<file path="src/rtl/rhx_session_sequencer.sv">
`default_nettype none
// ============================================================================
// Module      : rhx_session_sequencer
// Description : AXI4-Lite master that runs one hardware-timed session:
//               configure RHD, enable RHS stim, verify the enable by
//               readback, wait a lead time, enable RHD acquisition, run, and
//               then disable RHS and RHD in that order.
// Revision    : 1.0 - initial release
// ============================================================================
module rhx_session_sequencer #(
    parameter logic [31:0] RHD_BASE = 32'h0000_0000,
    parameter logic [31:0] RHS_BASE = 32'h0001_0000,
    parameter int          LEAD_W   = 24,
    parameter int          RUN_W    = 32
) (
    input  logic              aclk,
    input  logic              areset,
    input  logic              start,
    input  logic              stop,
    input  logic [31:0]       rhd_delay,
    input  logic [31:0]       rhd_pktlen,
    input  logic [31:0]       rhd_ctrl,
    input  logic [31:0]       rhs_ctrl,
    input  logic [LEAD_W-1:0] lead_cycles,
    input  logic [RUN_W-1:0]  run_cycles,
    output logic              busy,
    output logic              running,
    output logic              done,
    output logic              err,
    output logic [31:0]       m_axi_awaddr,
    output logic              m_axi_awvalid,
    input  logic              m_axi_awready,
    output logic [31:0]       m_axi_wdata,
    output logic [3:0]        m_axi_wstrb,
    output logic              m_axi_wvalid,
    input  logic              m_axi_wready,
    input  logic [1:0]        m_axi_bresp,
    input  logic              m_axi_bvalid,
    output logic              m_axi_bready,
    output logic [31:0]       m_axi_araddr,
    output logic              m_axi_arvalid,
    input  logic              m_axi_arready,
    input  logic [31:0]       m_axi_rdata,
    input  logic [1:0]        m_axi_rresp,
    input  logic              m_axi_rvalid,
    output logic              m_axi_rready
);

    typedef enum logic [3:0] {
        S_IDLE    = 4'd0,
        S_WR_DLY  = 4'd1,
        S_WR_PKT  = 4'd2,
        S_WR_SEN  = 4'd3,
        S_RD_SEN  = 4'd4,
        S_LEAD    = 4'd5,
        S_WR_AEN  = 4'd6,
        S_RUN     = 4'd7,
        S_STOP_S  = 4'd8,
        S_RD_SDIS = 4'd9,
        S_STOP_A  = 4'd10
    } state_t;

    // Per-op sub-phase: launch the channels, wait for the response, and for
    // reads spend one cycle comparing the captured data.
    typedef enum logic [1:0] {
        PH_ISSUE = 2'd0,
        PH_WAIT  = 2'd1,
        PH_CHECK = 2'd2
    } phase_t;

    state_t            state_q,     state_d;
    phase_t            phase_q,     phase_d;
    logic              stop_pend_q, stop_pend_d;
    logic              err_q,       err_d;
    logic              done_q,      done_d;
    logic              awvalid_q,   awvalid_d;
    logic [31:0]       awaddr_q,    awaddr_d;
    logic              wvalid_q,    wvalid_d;
    logic [31:0]       wdata_q,     wdata_d;
    logic              bready_q,    bready_d;
    logic              arvalid_q,   arvalid_d;
    logic [31:0]       araddr_q,    araddr_d;
    logic              rready_q,    rready_d;
    logic [31:0]       rdata_q,     rdata_d;
    logic [31:0]       delay_q,     delay_d;
    logic [31:0]       pktlen_q,    pktlen_d;
    logic [31:0]       rhd_ctrl_q,  rhd_ctrl_d;
    logic [31:0]       rhs_ctrl_q,  rhs_ctrl_d;
    logic [LEAD_W-1:0] lead_q,      lead_d;
    logic [RUN_W-1:0]  run_q,       run_d;
    logic [LEAD_W-1:0] lead_cnt_q,  lead_cnt_d;
    logic [RUN_W-1:0]  run_cnt_q,   run_cnt_d;

    logic        op_wr;
    logic        op_rd;
    logic [31:0] op_addr;
    logic [31:0] op_data;
    state_t      op_next;
    logic        op_fin;
    logic        setup;
    logic        wr_done;
    logic        rd_done;
    logic        lead_last;
    logic        run_last;

    assign wr_done   = m_axi_bvalid & bready_q;
    assign rd_done   = m_axi_rvalid & rready_q;
    assign setup     = state_q inside {S_WR_DLY, S_WR_PKT, S_WR_SEN, S_RD_SEN, S_WR_AEN};
    assign lead_last = (lead_q == '0) || (lead_cnt_q == lead_q - LEAD_W'(1));
    assign run_last  = (run_q != '0) && (run_cnt_q == run_q - RUN_W'(1));

    // Bus operation performed in each state and the state that follows it.
    always_comb begin
        op_wr   = 1'b0;
        op_rd   = 1'b0;
        op_addr = 32'h0;
        op_data = 32'h0;
        op_next = S_IDLE;
        case (state_q)
            S_WR_DLY:  begin op_wr = 1'b1; op_addr = RHD_BASE + 32'h4; op_data = delay_q;    op_next = S_WR_PKT;  end
            S_WR_PKT:  begin op_wr = 1'b1; op_addr = RHD_BASE + 32'h8; op_data = pktlen_q;   op_next = S_WR_SEN;  end
            S_WR_SEN:  begin op_wr = 1'b1; op_addr = RHS_BASE;         op_data = rhs_ctrl_q; op_next = S_RD_SEN;  end
            S_RD_SEN:  begin op_rd = 1'b1; op_addr = RHS_BASE;                               op_next = S_LEAD;    end
            S_WR_AEN:  begin op_wr = 1'b1; op_addr = RHD_BASE;         op_data = rhd_ctrl_q; op_next = S_RUN;     end
            S_STOP_S:  begin op_wr = 1'b1; op_addr = RHS_BASE;                               op_next = S_RD_SDIS; end
            S_RD_SDIS: begin op_rd = 1'b1; op_addr = RHS_BASE;                               op_next = S_STOP_A;  end
            S_STOP_A:  begin op_wr = 1'b1; op_addr = RHD_BASE;                               op_next = S_IDLE;    end
            default:   op_next = S_IDLE;
        endcase
    end

    // Session sequencing, channel handshakes and error tracking.
    always_comb begin
        state_d     = state_q;
        phase_d     = phase_q;
        stop_pend_d = stop_pend_q;
        err_d       = err_q;
        done_d      = 1'b0;
        awvalid_d   = awvalid_q;
        awaddr_d    = awaddr_q;
        wvalid_d    = wvalid_q;
        wdata_d     = wdata_q;
        bready_d    = bready_q;
        arvalid_d   = arvalid_q;
        araddr_d    = araddr_q;
        rready_d    = rready_q;
        rdata_d     = rdata_q;
        delay_d     = delay_q;
        pktlen_d    = pktlen_q;
        rhd_ctrl_d  = rhd_ctrl_q;
        rhs_ctrl_d  = rhs_ctrl_q;
        lead_d      = lead_q;
        run_d       = run_q;
        lead_cnt_d  = lead_cnt_q;
        run_cnt_d   = run_cnt_q;
        op_fin      = 1'b0;

        // Each channel retires independently once its handshake is seen.
        if (awvalid_q && m_axi_awready) awvalid_d = 1'b0;
        if (wvalid_q  && m_axi_wready)  wvalid_d  = 1'b0;
        if (arvalid_q && m_axi_arready) arvalid_d = 1'b0;
        if (wr_done) bready_d = 1'b0;
        if (rd_done) rready_d = 1'b0;
        if (wr_done && (m_axi_bresp != 2'b00)) err_d = 1'b1;
        if (rd_done && (m_axi_rresp != 2'b00)) err_d = 1'b1;

        // A stop during a setup op is held until that op finishes.
        if (stop && setup) stop_pend_d = 1'b1;

        case (state_q)
            S_IDLE: begin
                if (start) begin
                    delay_d     = rhd_delay;
                    pktlen_d    = rhd_pktlen;
                    rhd_ctrl_d  = rhd_ctrl;
                    rhs_ctrl_d  = rhs_ctrl;
                    lead_d      = lead_cycles;
                    run_d       = run_cycles;
                    err_d       = 1'b0;
                    stop_pend_d = stop;
                    state_d     = S_WR_DLY;
                end
            end
            S_LEAD: begin
                lead_cnt_d = lead_cnt_q + LEAD_W'(1);
                if (stop)           state_d = S_STOP_S;
                else if (lead_last) state_d = S_WR_AEN;
            end
            S_RUN: begin
                run_cnt_d = run_cnt_q + RUN_W'(1);
                if (stop || run_last) state_d = S_STOP_S;
            end
            default: begin
                case (phase_q)
                    PH_ISSUE: begin
                        if (op_wr) begin
                            awvalid_d = 1'b1;
                            wvalid_d  = 1'b1;
                            bready_d  = 1'b1;
                            awaddr_d  = op_addr;
                            wdata_d   = op_data;
                        end else if (op_rd) begin
                            arvalid_d = 1'b1;
                            rready_d  = 1'b1;
                            araddr_d  = op_addr;
                        end
                        phase_d = PH_WAIT;
                    end
                    PH_WAIT: begin
                        if (op_wr && wr_done) op_fin = 1'b1;
                        if (op_rd && rd_done) begin
                            rdata_d = m_axi_rdata;
                            phase_d = PH_CHECK;
                        end
                    end
                    PH_CHECK: begin
                        op_fin = 1'b1;
                        if ((state_q == S_RD_SEN) && (rdata_q != rhs_ctrl_q)) err_d = 1'b1;
                        if ((state_q == S_RD_SDIS) && (rdata_q != 32'h0))     err_d = 1'b1;
                    end
                    default: phase_d = PH_ISSUE;
                endcase
                if (op_fin) begin
                    state_d = op_next;
                    // Any failure or stop during setup diverts straight to
                    // the shutdown ops so both cores are left disabled.
                    if (setup && (err_d || stop_pend_d)) state_d = S_STOP_S;
                end
            end
        endcase

        // Common bookkeeping on every state change.
        if (state_d != state_q) begin
            lead_cnt_d = '0;
            run_cnt_d  = '0;
            phase_d    = PH_ISSUE;
            if (state_d == S_STOP_S) stop_pend_d = 1'b0;
            if (state_d == S_IDLE)   done_d      = 1'b1;
        end
    end

    // State and datapath registers; reset drops every valid immediately.
    always_ff @(posedge aclk or posedge areset) begin
        if (areset) begin
            state_q     <= S_IDLE;
            phase_q     <= PH_ISSUE;
            stop_pend_q <= 1'b0;
            err_q       <= 1'b0;
            done_q      <= 1'b0;
            awvalid_q   <= 1'b0;
            awaddr_q    <= 32'h0;
            wvalid_q    <= 1'b0;
            wdata_q     <= 32'h0;
            bready_q    <= 1'b0;
            arvalid_q   <= 1'b0;
            araddr_q    <= 32'h0;
            rready_q    <= 1'b0;
            rdata_q     <= 32'h0;
            delay_q     <= 32'h0;
            pktlen_q    <= 32'h0;
            rhd_ctrl_q  <= 32'h0;
            rhs_ctrl_q  <= 32'h0;
            lead_q      <= '0;
            run_q       <= '0;
            lead_cnt_q  <= '0;
            run_cnt_q   <= '0;
        end else begin
            state_q     <= state_d;
            phase_q     <= phase_d;
            stop_pend_q <= stop_pend_d;
            err_q       <= err_d;
            done_q      <= done_d;
            awvalid_q   <= awvalid_d;
            awaddr_q    <= awaddr_d;
            wvalid_q    <= wvalid_d;
            wdata_q     <= wdata_d;
            bready_q    <= bready_d;
            arvalid_q   <= arvalid_d;
            araddr_q    <= araddr_d;
            rready_q    <= rready_d;
            rdata_q     <= rdata_d;
            delay_q     <= delay_d;
            pktlen_q    <= pktlen_d;
            rhd_ctrl_q  <= rhd_ctrl_d;
            rhs_ctrl_q  <= rhs_ctrl_d;
            lead_q      <= lead_d;
            run_q       <= run_d;
            lead_cnt_q  <= lead_cnt_d;
            run_cnt_q   <= run_cnt_d;
        end
    end

    assign busy          = (state_q != S_IDLE);
    assign running       = (state_q == S_RUN);
    assign done          = done_q;
    assign err           = err_q;
    assign m_axi_awaddr  = awaddr_q;
    assign m_axi_awvalid = awvalid_q;
    assign m_axi_wdata   = wdata_q;
    assign m_axi_wstrb   = 4'hF;
    assign m_axi_wvalid  = wvalid_q;
    assign m_axi_bready  = bready_q;
    assign m_axi_araddr  = araddr_q;
    assign m_axi_arvalid = arvalid_q;
    assign m_axi_rready  = rready_q;

endmodule
`default_nettype wire

</file>
<file path="config.mk">
export PLATFORM = sky130hd
export DESIGN_NAME = rhx_session_sequencer
export DESIGN_NICKNAME = d
export VERILOG_FILES = /design/src/rtl/rhx_session_sequencer.sv
export SDC_FILE = /design/constraint.sdc
export NUM_CORES = 1
export LEC_CHECK = 0
export ABC_AREA = 1
export BUFFER_PORTS_ARGS = -buffer_cell sky130_fd_sc_hd__buf_4
export CORE_ASPECT_RATIO = 1.4
export CORE_MARGIN = 2
export CORE_UTILIZATION = 28
export DETAILED_ROUTE_END_ITERATION = 10
export GPL_TIMING_DRIVEN = 0
export SYNTH_ARGS = -nofsm -noshare
export SYNTH_HDL_FRONTEND = slang
export SYNTH_SLANG_ARGS = --single-unit
export TNS_END_PERCENT = 100
</file>
<file path="constraint.sdc">
create_clock -name aclk -period 13 [get_ports aclk]
set_input_delay 2.6 -clock aclk [delete_from_list [all_inputs] [get_ports aclk]]
set_output_delay 2.6 -clock aclk [all_outputs]
set_load 0.1 [all_outputs]
</file>
# ---- Word-level counts from Yosys, hierarchy flattened
# Cells that the tools add are included.
dict set report word_totals {
  register_bits 382
  latch_bits 0
  ramBits 0
  romBits 0
  out_inout_bits 109
  elab_cells 147
  n_memories 0
}
dict set report op_classes {
  addsub 4
  multipliers 0
  div 0
  magnitude_cmp 0
  eq_ne 20
  n_shift 0
  mux 60
  bitwise_logic 4
  n_reduce_logical 37
}
# cell count
set ops {}
lappend ops {{32-bit case mux with 4 select lines} 1}
lappend ops {{32-bit two-way mux} 2}
lappend ops {{32-bit nonzero test} 2}
lappend ops {{17-bit case mux with 3 select lines} 1}
lappend ops {{24-bit two-way mux} 2}
lappend ops {{1-bit two-way mux} 40}
lappend ops {{32-bit by 1-bit adder with 32-bit output (second input constant)} 1}
lappend ops {{32-bit == test} 1}
lappend ops {{32-bit != test} 1}
lappend ops {{32-bit by 1-bit subtractor with 32-bit output (second input constant)} 1}
lappend ops {{4-bit case mux with 7 select lines} 1}
lappend ops {{24-bit by 1-bit adder with 24-bit output (second input constant)} 1}
lappend ops {{24-bit == test} 1}
lappend ops {{24-bit zero test} 1}
lappend ops {{4-bit two-way mux} 6}
lappend ops {{24-bit by 1-bit subtractor with 24-bit output (second input constant)} 1}
lappend ops {{4-bit by 3-bit == test with 1-bit output (second input constant)} 4}
lappend ops {{4-bit == test (second input constant)} 4}
lappend ops {{1-bit logical AND} 12}
lappend ops {{4-bit case mux with 3 select lines} 1}
lappend ops {{3-bit AND reduction} 3}
lappend ops {{4-bit by 2-bit == test with 1-bit output (second input constant)} 2}
lappend ops {{4-bit zero test} 2}
lappend ops {{2-bit nonzero test} 4}
lappend ops {{22 further kinds} 30}

# ---- Depth between registers and ports, before layout
# Gate-level depths: netlist of the first run.
dict set report depth {
  ltp_word 16
  mapped_depth 25
  mapped_depth_nobuf 23
}

# ---- Least setup slack after synthesis of the first run
# OpenSTA, ideal clock, no wires.
dict set report synth_path {
  path_type {register -> output}
  from {register state_q[3]}
  to {output port running}
  arrival_time_ns 1.612
  required_ns 10.400
  path_slack_ns 8.788
  stages_incl_launch_ff 4
  path_buffers 0
  path_cell_list {dfrtp_1 inv_2 nand2_1 nor2_2}
}
dict set report synth_via {
  elab_chain_len 1
}
# item line_no
set synth_rtl {}
lappend synth_rtl {{from (decl)} 71} ;# state_t state_q, state_d;
lappend synth_rtl {{from (signal assigned)} 268} ;# state_q <= state_d;
lappend synth_rtl {{4-bit by 3-bit == test with 1-bit output} 294} ;# assign running = (state_q == S_RUN);
lappend synth_rtl {{to (decl)} 27} ;# output logic running,
# No other way between the ends.

# ---- Final worst setup path of the first run
# Ends and elaborated chain as after synthesis.

==> reports/summary.md, run 1 <==
The run finished with clean final reports. Yosys printed 0 warnings. For this block, the via count after detailed routing is 15800.

IR analysis of the VDD net gives a maximum drop of 0.000111 V. In this run the power density over the cells is 226 mW/mm^2. Measured against its own limit, the worst slew margin works out to 31.6%.

Leaving out fill and tap cells, the most frequent cells in the layout are sky130_fd_sc_hd__nand2_1 (989), sky130_fd_sc_hd__buf_4 (337), sky130_fd_sc_hd__dfrtp_1 (324), sky130_fd_sc_hd__nor2_1 (204), sky130_fd_sc_hd__inv_1 (180). Global routing consumed, over all layers together, 18.5% of the routing resources. The tree built by TritonCTS fans out to 324 sinks. Final count of pins violating max slew: 0.

The initial core utilization is 28.2%, and the number of DRC markers in iteration 0 is 807. The tools report the master cell of the clock root buffer as sky130_fd_sc_hd__clkbuf_16. Leaving out fill and tap cells, the most frequent cell in the layout is sky130_fd_sc_hd__nand2_1.

Entering global routing, the biggest net connects 121 pins. For the standard cell area after detailed placement, the log shows 0.0208 sq mm. The mean instance size in the synthesized netlist is 7.49 sq um. The run gives 2939 as the number of nets at the end of the flow. After clock tree synthesis, the repair step resized 0 gates. The standard-cell row count was 108. The endpoint of the most critical setup path was running. The finished layout holds 3556 standard cells, fillers aside. The mapped netlist covers 0.0174 sq mm. Dividing the detail-routed wire length by the instance count gives 16.7 um.

The via density per instance is 4.43, and the setup violation total in the final timing report is 0. The area growth from synthesis to layout is 26.4%. In this run the worst setup path begins at state_q[3]$_DFF_PP0_. In this run the worst hold path is classified as reg -> reg.

338 I/O pins were placed. Hold repair after CTS inserted 0 buffers. For the worst setup path, the data arrival time is 2.31 ns. The layout has 6570 filler cells. Endpoint of the worst register-to-register path: run_cnt_q[11]$_DFFE_PP0P_. The logs give 0.0618 sq mm for the standard cell core area and 46.5% for the post-synthesis sequential area ratio.

The die outline area came out at 0.0643 sq mm. The final non-filler cell area is 0.0220 sq mm, and the final worst-path cycle share is 37.8%. The design draws 4.97 mW. The die is 299 um tall.

In this run, distinct cell masters in the synthesized netlist total 40. Cells with a size suffix above 1 make up 17.5% of the layout. In the routed design, unresolved DRC markers number 0. Required time of the critical path: 10.40 ns.

In this run the critical register-to-register path is launched from run_q[0]$_DFFE_PP0P_. At the pin with the least slew margin, the transition time is 1.03 ns. The via count of the first global-routing pass came out at 15700.

For flop-to-flop paths, the worst setup slack is 9.75 ns. Buffers inserted during clock tree synthesis total 37. The detailed-placement wirelength estimate is 46.1 mm. STA classifies the critical path endpoint as an output port.

The critical path class was reg -> out. The first global-routing pass estimated 90.9 mm of wire. The number of placed instances, taps included, is 3487.

Highest clock frequency the design can meet: 204 MHz. Of all nets on the critical path, the largest fanout is 10. The routed design has 59.5 mm of wire. In this run, synthesis produced a sequential element count of 324. Kind of launch point of the worst setup path: a flip-flop. TritonCTS built the clock tree. The remaining global-route overflow was 0; the time the worst path needs with I/O delays and setup was 4.91 ns.

Setup repair after global routing left no endpoint under its margin. The register clock-pin slew on the reported worst setup and hold paths was 0.06 ns; the final weighted congestion in routability-driven placement was 0.905. The number of antenna violations at the first check in global routing was 3; the total of buffers placed on input and output ports was 275.

The H-tree depth is 2. No sink is reached through more buffers than the 3 on the longest clock path. The leakage component of the power is 11.0 nW.

The buffers inserted during post-CTS setup optimization came out at 0. At the later pin of the worst-skew pair, clock insertion delay measures 0.56 ns. The run gives 0 as the number of endpoints with negative hold slack in the final report. The count of TritonRoute iterations in the first routing pass is 5, and the synthesized instance count is 2325.

The depth of the worst register-to-register path is 22. Measured along the x axis, the die boundary spans 215 um. The run gives 0 as the post-detailed-route count of antenna-violating nets. The max-capacitance violation count was 0. The clock arrives with 0.0223 ns of skew.
Yosys cell counts (all sizes together):
library cell / instances / area [sq um]
nand3b: 14 / 105
a221oi: 12 / 105
o21bai: 2 / 15.0
nand3: 77 / 405
o211a: 1 / 10.0
o31ai: 2 / 15.0
mux2i: 1 / 10.0
ha: 9 / 113
nand2: 996 / 3760
nor4: 7 / 43.8
buf: 79 / 569
xor2: 61 / 534
or2: 3 / 18.8
dfrtp: 324 / 8110
a21o: 2 / 15.0
xnor2: 42 / 368
a21oi: 7 / 35.0
mux2: 10 / 113
clkbuf: 56 / 210
inv: 186 / 698
a31oi: 1 / 6.26
o211ai: 1 / 7.51
o22ai: 3 / 18.8
conb: 2 / 7.51
o21ai: 115 / 576
nor2: 244 / 1100
nand4: 37 / 231
o2111ai: 20 / 175
nor3: 11 / 60.1
how the worst min path moves through the flow:
stage | startpoint | endpoint | slack, ns | depth (start not counted)
6_report | m_axi_araddr[16]$_DFFE_PP0P_ | m_axi_araddr[16]$_DFFE_PP0P_ | 0.47 | 1
5_1_grt | m_axi_araddr[16]$_DFFE_PP0P_ | m_axi_araddr[16]$_DFFE_PP0P_ | 0.49 | 1
4_1_cts | m_axi_araddr[16]$_DFFE_PP0P_ | m_axi_araddr[16]$_DFFE_PP0P_ | 0.47 | 1
2_1_floorplan | rhd_ctrl_q[0]$_DFFE_PP0P_ | rhd_ctrl_q[0]$_DFFE_PP0P_ | 0.45 | 2
3_3_place_gp | m_axi_araddr[16]$_DFFE_PP0P_ | m_axi_araddr[16]$_DFFE_PP0P_ | 0.46 | 1
3_5_place_dp | m_axi_araddr[16]$_DFFE_PP0P_ | m_axi_araddr[16]$_DFFE_PP0P_ | 0.46 | 1
final cells by class:
cell class	instances	area [sq um]	area share, %
Antenna cell	2	5.00	0.0227
Buffer	135	779	3.54
Clock buffer	51	1040	4.72
Clock inverter	16	168	0.761
Inverter	186	706	3.20
Multi-Input combinational cell	1740	8070	36.6
Sequential cell	324	8110	36.8
Tap cell	825	1030	4.69
Timing Repair Buffer	277	2120	9.62
flip-flops by register name, indices dropped and copies added, names as in the netlist, 2 cells and up:
| signal | count |
|---|---|
| delay_q | 32 |
| m_axi_wdata | 32 |
| pktlen_q | 32 |
| rdata_q | 32 |
| rhd_ctrl_q | 32 |
| rhs_ctrl_q | 32 |
| run_cnt_q | 32 |
| run_q | 32 |
| lead_cnt_q | 24 |
| lead_q | 24 |
| state_q | 4 |
| m_axi_araddr | 3 |
| m_axi_awaddr | 3 |
| phase_q | 2 |
per-layer routing:
layer  share of wire (%)  global-route usage (%)
met1                  40                    21.3
met2                  52                    34.2
met3                 5.8                    3.76
met4                 2.7                    5.65
met5               0.027                       0
worst max-delay path: stages, from the launching register on:
cell and delay (ns):
sky130_fd_sc_hd__dfrtp_1 0.42, sky130_fd_sc_hd__inv_2 0.13, sky130_fd_sc_hd__nand2_1 0.16, sky130_fd_sc_hd__nor2_2 0.61, sky130_fd_sc_hd__buf_4 0.42
stage by stage:
step	hold slack, ns	setup TNS (ns)	utilization [%]	worst slack, ns
after floorplan	0.449	0	-	1.43
final	0.470	0	35.7	8.09
after global placement	0.457	-910.43	33.6	-2.87
after detailed placement	0.461	0	33.7	7.89
after CTS	0.474	0	35.7	8.01
after global routing	0.488	0	35.7	7.91
kinds of logic after synthesis:
group / Yosys count / synth area share, %
AO/OA/AOI/OAI: 166 / 5.61
XOR/XNOR: 103 / 5.18
adder cells (fa/ha/maj): 9 / 0.646
buffers and inverters: 321 / 8.48
flip-flops: 324 / 46.5
multiplexers: 11 / 0.704
other: 2 / 0.0431
AND/OR/NAND/NOR: 1389 / 32.8
report_power, final:
group	leakage, nW	switching (mW)	total, mW	internal, mW
Combinational	6.32	1.60	2.25	0.644
Sequential	4.10	0.287	1.65	1.36
Clock	0.596	0.453	1.07	0.621
Power figures use the tool's default switching activity.
==> inputs of run 2 (changes only) <==
==> constraint.sdc (replaced) <==
create_clock -name aclk -period 4.5 [get_ports aclk]
set_input_delay 0.9 -clock aclk [delete_from_list [all_inputs] [get_ports aclk]]
set_output_delay 0.9 -clock aclk [all_outputs]
set_load 0.1 [all_outputs]
==> run 2 against run 1 <==
Sequential cell count did not move. Utilization is 0.35 points higher. Clock skew is 0.0062 ns higher. Sequential share of layout area is 0.36 points lower. Via count grew 0.30%. Total power grew to 2.9 times the previous value. Wire length fell by 0.37%. Global-route usage is 0.079 points lower. Design area grew 0.99%. Critical endpoint is now run_cnt_q[11]$_DFFE_PP0P_.
==> reports/summary.md, run 2 (same netlist as run 1, synthesis figures left out) <==
The flow ran to the end, and the final reports show no timing, DRC or antenna violations. For the internal power component, the log shows 7.69 mW (+190%). The standard cell area after detailed placement was 0.0209 sq mm (+0.58%). The required time of the critical path was 4.99 ns (-5.41 ns). The number of antenna violations at the first check in global routing came out at 3 (unchanged). The final worst clock skew is 0.0285 ns (+0.00621 ns).

Peak supply drop: 0.000310 V (+180%). The width of the die is 215 um (unchanged). The run gives 11.1 nW (+0.76%) as the leakage component of the power.

Leaving out fill and tap cells, the most frequent cell in the layout is sky130_fd_sc_hd__nand2_1. Clock tree synthesis selected as its root buffer the cell sky130_fd_sc_hd__clkbuf_16. The total of buffers placed on input and output ports is 275 (unchanged), and the count of cell instances traversed by the critical path is 22 (+18). The total clock buffers created by CTS came out at 37 (unchanged).

The portion of total power attributed to combinational logic was 44.7% (-0.5 points); the vias after detailed routing was 15800 (+0.30%). Depth of the worst register-to-register path: 22 (unchanged). The worst endpoint data arrival time was 3.74 ns (+1.43 ns).

The placed instance count is 3494 (+0.20%). STA classifies the critical path endpoint as a flip-flop. The cell that appears most often on the critical path is sky130_fd_sc_hd__nand2_1. The source-to-sink clock delay at the later pin of the worst-skew pair is 0.58 ns (+0.02 ns).

The via density per instance was 4.43 (about the same). The fraction of final layout cells sized beyond drive strength 1 is 17.8% (+0.31 points), and the number of endpoints with negative hold slack in the final report is 0 (unchanged). The tools report the via count of the first global-routing pass as 15600 (-0.68%).

The number of buffers between clock root and the deepest sink is 3 (unchanged), and the worst path setup slack after routing is 1.25 ns (-6.84 ns). The detailed-placement wirelength estimate was 46.8 mm (+1.6%); the area used by multi-input combinational logic was 0.00807 sq mm (unchanged). The logs give 0 (unchanged) for the remaining global-route overflow and 0.903 (-0.24%) for the final weighted congestion in routability-driven placement.

The critical path buffer and inverter count works out to 3 (+1). The pin count of the biggest net entering global routing was 40 (-67%); the time the worst path needs with I/O delays and setup was 3.25 ns. The die outline area came out at 0.0643 sq mm (unchanged). The maximum fanout encountered on the critical timing path came out at 10 (unchanged). Part of the total power dissipated in sequential elements: 32.9% (-0.3 points).

The clock net sink count was 324 (unchanged). Number of primary I/O pins: 338 (unchanged). The measured slew at the worst slew-check pin was 1.03 ns (+0.00324 ns). The logs give 1.11 ns (-6.78 ns) for the pre-CTS setup slack and 0 (unchanged) for the post-detailed-route count of antenna-violating nets. The number of fill cells in the layout is 6554 (-0.24%).

Final-layout setup total negative slack: 0 ns (unchanged). The tools report the H-tree depth as 2 (unchanged). The number of nets at the end of the flow was 2946 (+0.24%).

Setup repair after global routing left no endpoint under its margin. The count of unresolved DRC violations after routing was 0 (unchanged). The initial core utilization is 28.2% (unchanged), and the standard cell core area is 0.0618 sq mm (unchanged). The final count of pins violating max slew is 0 (unchanged). The kind of cell adding the most delay to the critical path is simple AND/OR/NAND/NOR gates. The vertical die dimension is 299 um (unchanged), and the worst relative slew slack is 31.1% (-0.47 points). The area growth from synthesis to layout is 27.6%. The final core utilization was 36.0% (+0.35 points).

The tools report the count of TritonRoute iterations in the first routing pass as 5 (unchanged). The logs give 59.3 mm (-0.37%) for the final wirelength and 0 (unchanged) for the setup violation total in the final timing report. The run gives 0.00811 sq mm (unchanged) as the area taken by flip-flops and latches. Based on the critical path, the design can be clocked at up to 308 MHz. Fraction of power spent switching nets: 47.0% (-0.12 points). The run gives 0 (unchanged) as the number of gates resized after cts. TritonCTS built the clock tree.

Final worst-path cycle share: 72.2%. By startpoint and endpoint, the worst setup path is classified as reg -> reg. The biggest cell delay along the critical path is 0.39 ns (-0.22 ns), and the register clock-pin slew on the reported worst setup and hold paths is 0.07 ns (about the same). The final non-filler cell area was 0.0222 sq mm (+0.99%).

The max-capacitance violation count was 0 (unchanged). The slowest stage of the critical path is the sky130_fd_sc_hd__dfrtp_1 cell. The total power after layout is 14.5 mW (+190%).

The number of hold buffers added after CTS is 0 (unchanged), and the fraction of power consumed by the clock network is 22.4% (+0.8 points). The tools report the number of DRC markers in iteration 0 as 1006 (+25%). The tools report the reported net switching power as 6.83 mW (+190%).

The total routing resource utilization after global routing came out at 18.4% (-0.079 points). The worst setup path is launched from a flip-flop. The filler-free cell count of the finished design is 3564 (+0.22%). The worst hold path belongs to the class in -> async. The total power per unit cell area is 653 mW/mm^2 (+190%). The run gives 0.294 ns (-0.177 ns) as the worst hold slack across all endpoints. The buffers inserted during post-CTS setup optimization was 0 (unchanged).

The run gives 90.3 mm (-0.68%) as the first-pass GRT wire length. The average wire per standard cell came out at 16.6 um (-0.59%). Walking the worst path, the cells encountered are inv_1 -> ha_1 -> nand2_2 -> nor2_4 -> nand2_2 -> nor2_2 -> nand3_1 -> nand2_1 -> nand2_1 -> nor2_1 -> nand3_1 -> nor2_1 -> nand2_1 -> nand3_2 -> nand3_1 -> nand2_1 -> nand2_1 -> nand2_1 -> nand3_2 -> buf_6 -> buf_8 -> nor2_4. The tools report the standard-cell row count as 108 (unchanged). The top cell types in the final layout, fill and taps aside, are sky130_fd_sc_hd__nand2_1 (989), sky130_fd_sc_hd__buf_4 (337), sky130_fd_sc_hd__dfrtp_1 (324), sky130_fd_sc_hd__nor2_1 (204), sky130_fd_sc_hd__inv_1 (180).
-- run 2: cell count changes in the layout (fill, tap and decap cells not counted), sizes merged --
| cell | change |
|---|---|
| bufinv | +1 |
| buf | +7 |
| inv | -2 |
| clkinvlp | +3 |
| clkbuf | -1 |
-- run 2: layout make-up --
class	count	area share, %
sequential	324	36.5
multi-input combinational	1740	36.3
timing repair buffer	284	10.1
clock buffer	50	4.70
tap	825	4.64
buffer	135	3.51
inverter	186	3.16
clock inverter	18	1.16
antenna	2	0.0225
-- run 2: routing by layer --
metal / global-route usage [%] / wire (um) / vias to the layer above
li1: - / - / 7905
met1: 21.5 / 23900 / 7343
met2: 33.5 / 30100 / 464
met3: 3.28 / 3270 / 90
met4: 6.65 / 1950 / 2
met5: 0 / 13 / -
-- run 2: path summary, 6_finish.rpt --
kind / startpoint / slack (ns) / endpoint
max: run_q[0]$_DFFE_PP0P_ / 1.25 / run_cnt_q[11]$_DFFE_PP0P_
min: areset / 0.29 / pktlen_q[5]$_DFFE_PP0P_
max reg2reg: run_q[0]$_DFFE_PP0P_ / 1.25 / run_cnt_q[11]$_DFFE_PP0P_
min reg2reg: m_axi_araddr[16]$_DFFE_PP0P_ / 0.47 / m_axi_araddr[16]$_DFFE_PP0P_
max in group asynchronous: areset / 2.86 / lead_cnt_q[8]$_DFFE_PP0P_
min in group aclk: m_axi_araddr[16]$_DFFE_PP0P_ / 0.47 / m_axi_araddr[16]$_DFFE_PP0P_
-- run 2: power by group through the flow --
| stage | registers, mW | clock network [mW] | logic, mW |
|---|---|---|---|
| 2_1_floorplan | 5.27 | 0 | 3.99 |
| 3_3_place_gp | 4.81 | 0 | 6.50 |
| 3_5_place_dp | 4.80 | 0 | 6.58 |
| 4_1_cts | 4.77 | 3.34 | 6.60 |
| 5_1_grt | 4.90 | 3.46 | 7.26 |
| 6_report | 4.78 | 3.25 | 6.49 |
-- run 2: worst register-to-register path: cells and delay by family (launching register included) --
kind,cells,cell delay (ns)
DFF,1,0.39
and+or+nand+nor,18,2.03
buffers and inverters,3,0.49
adders and majority gates,1,0.27
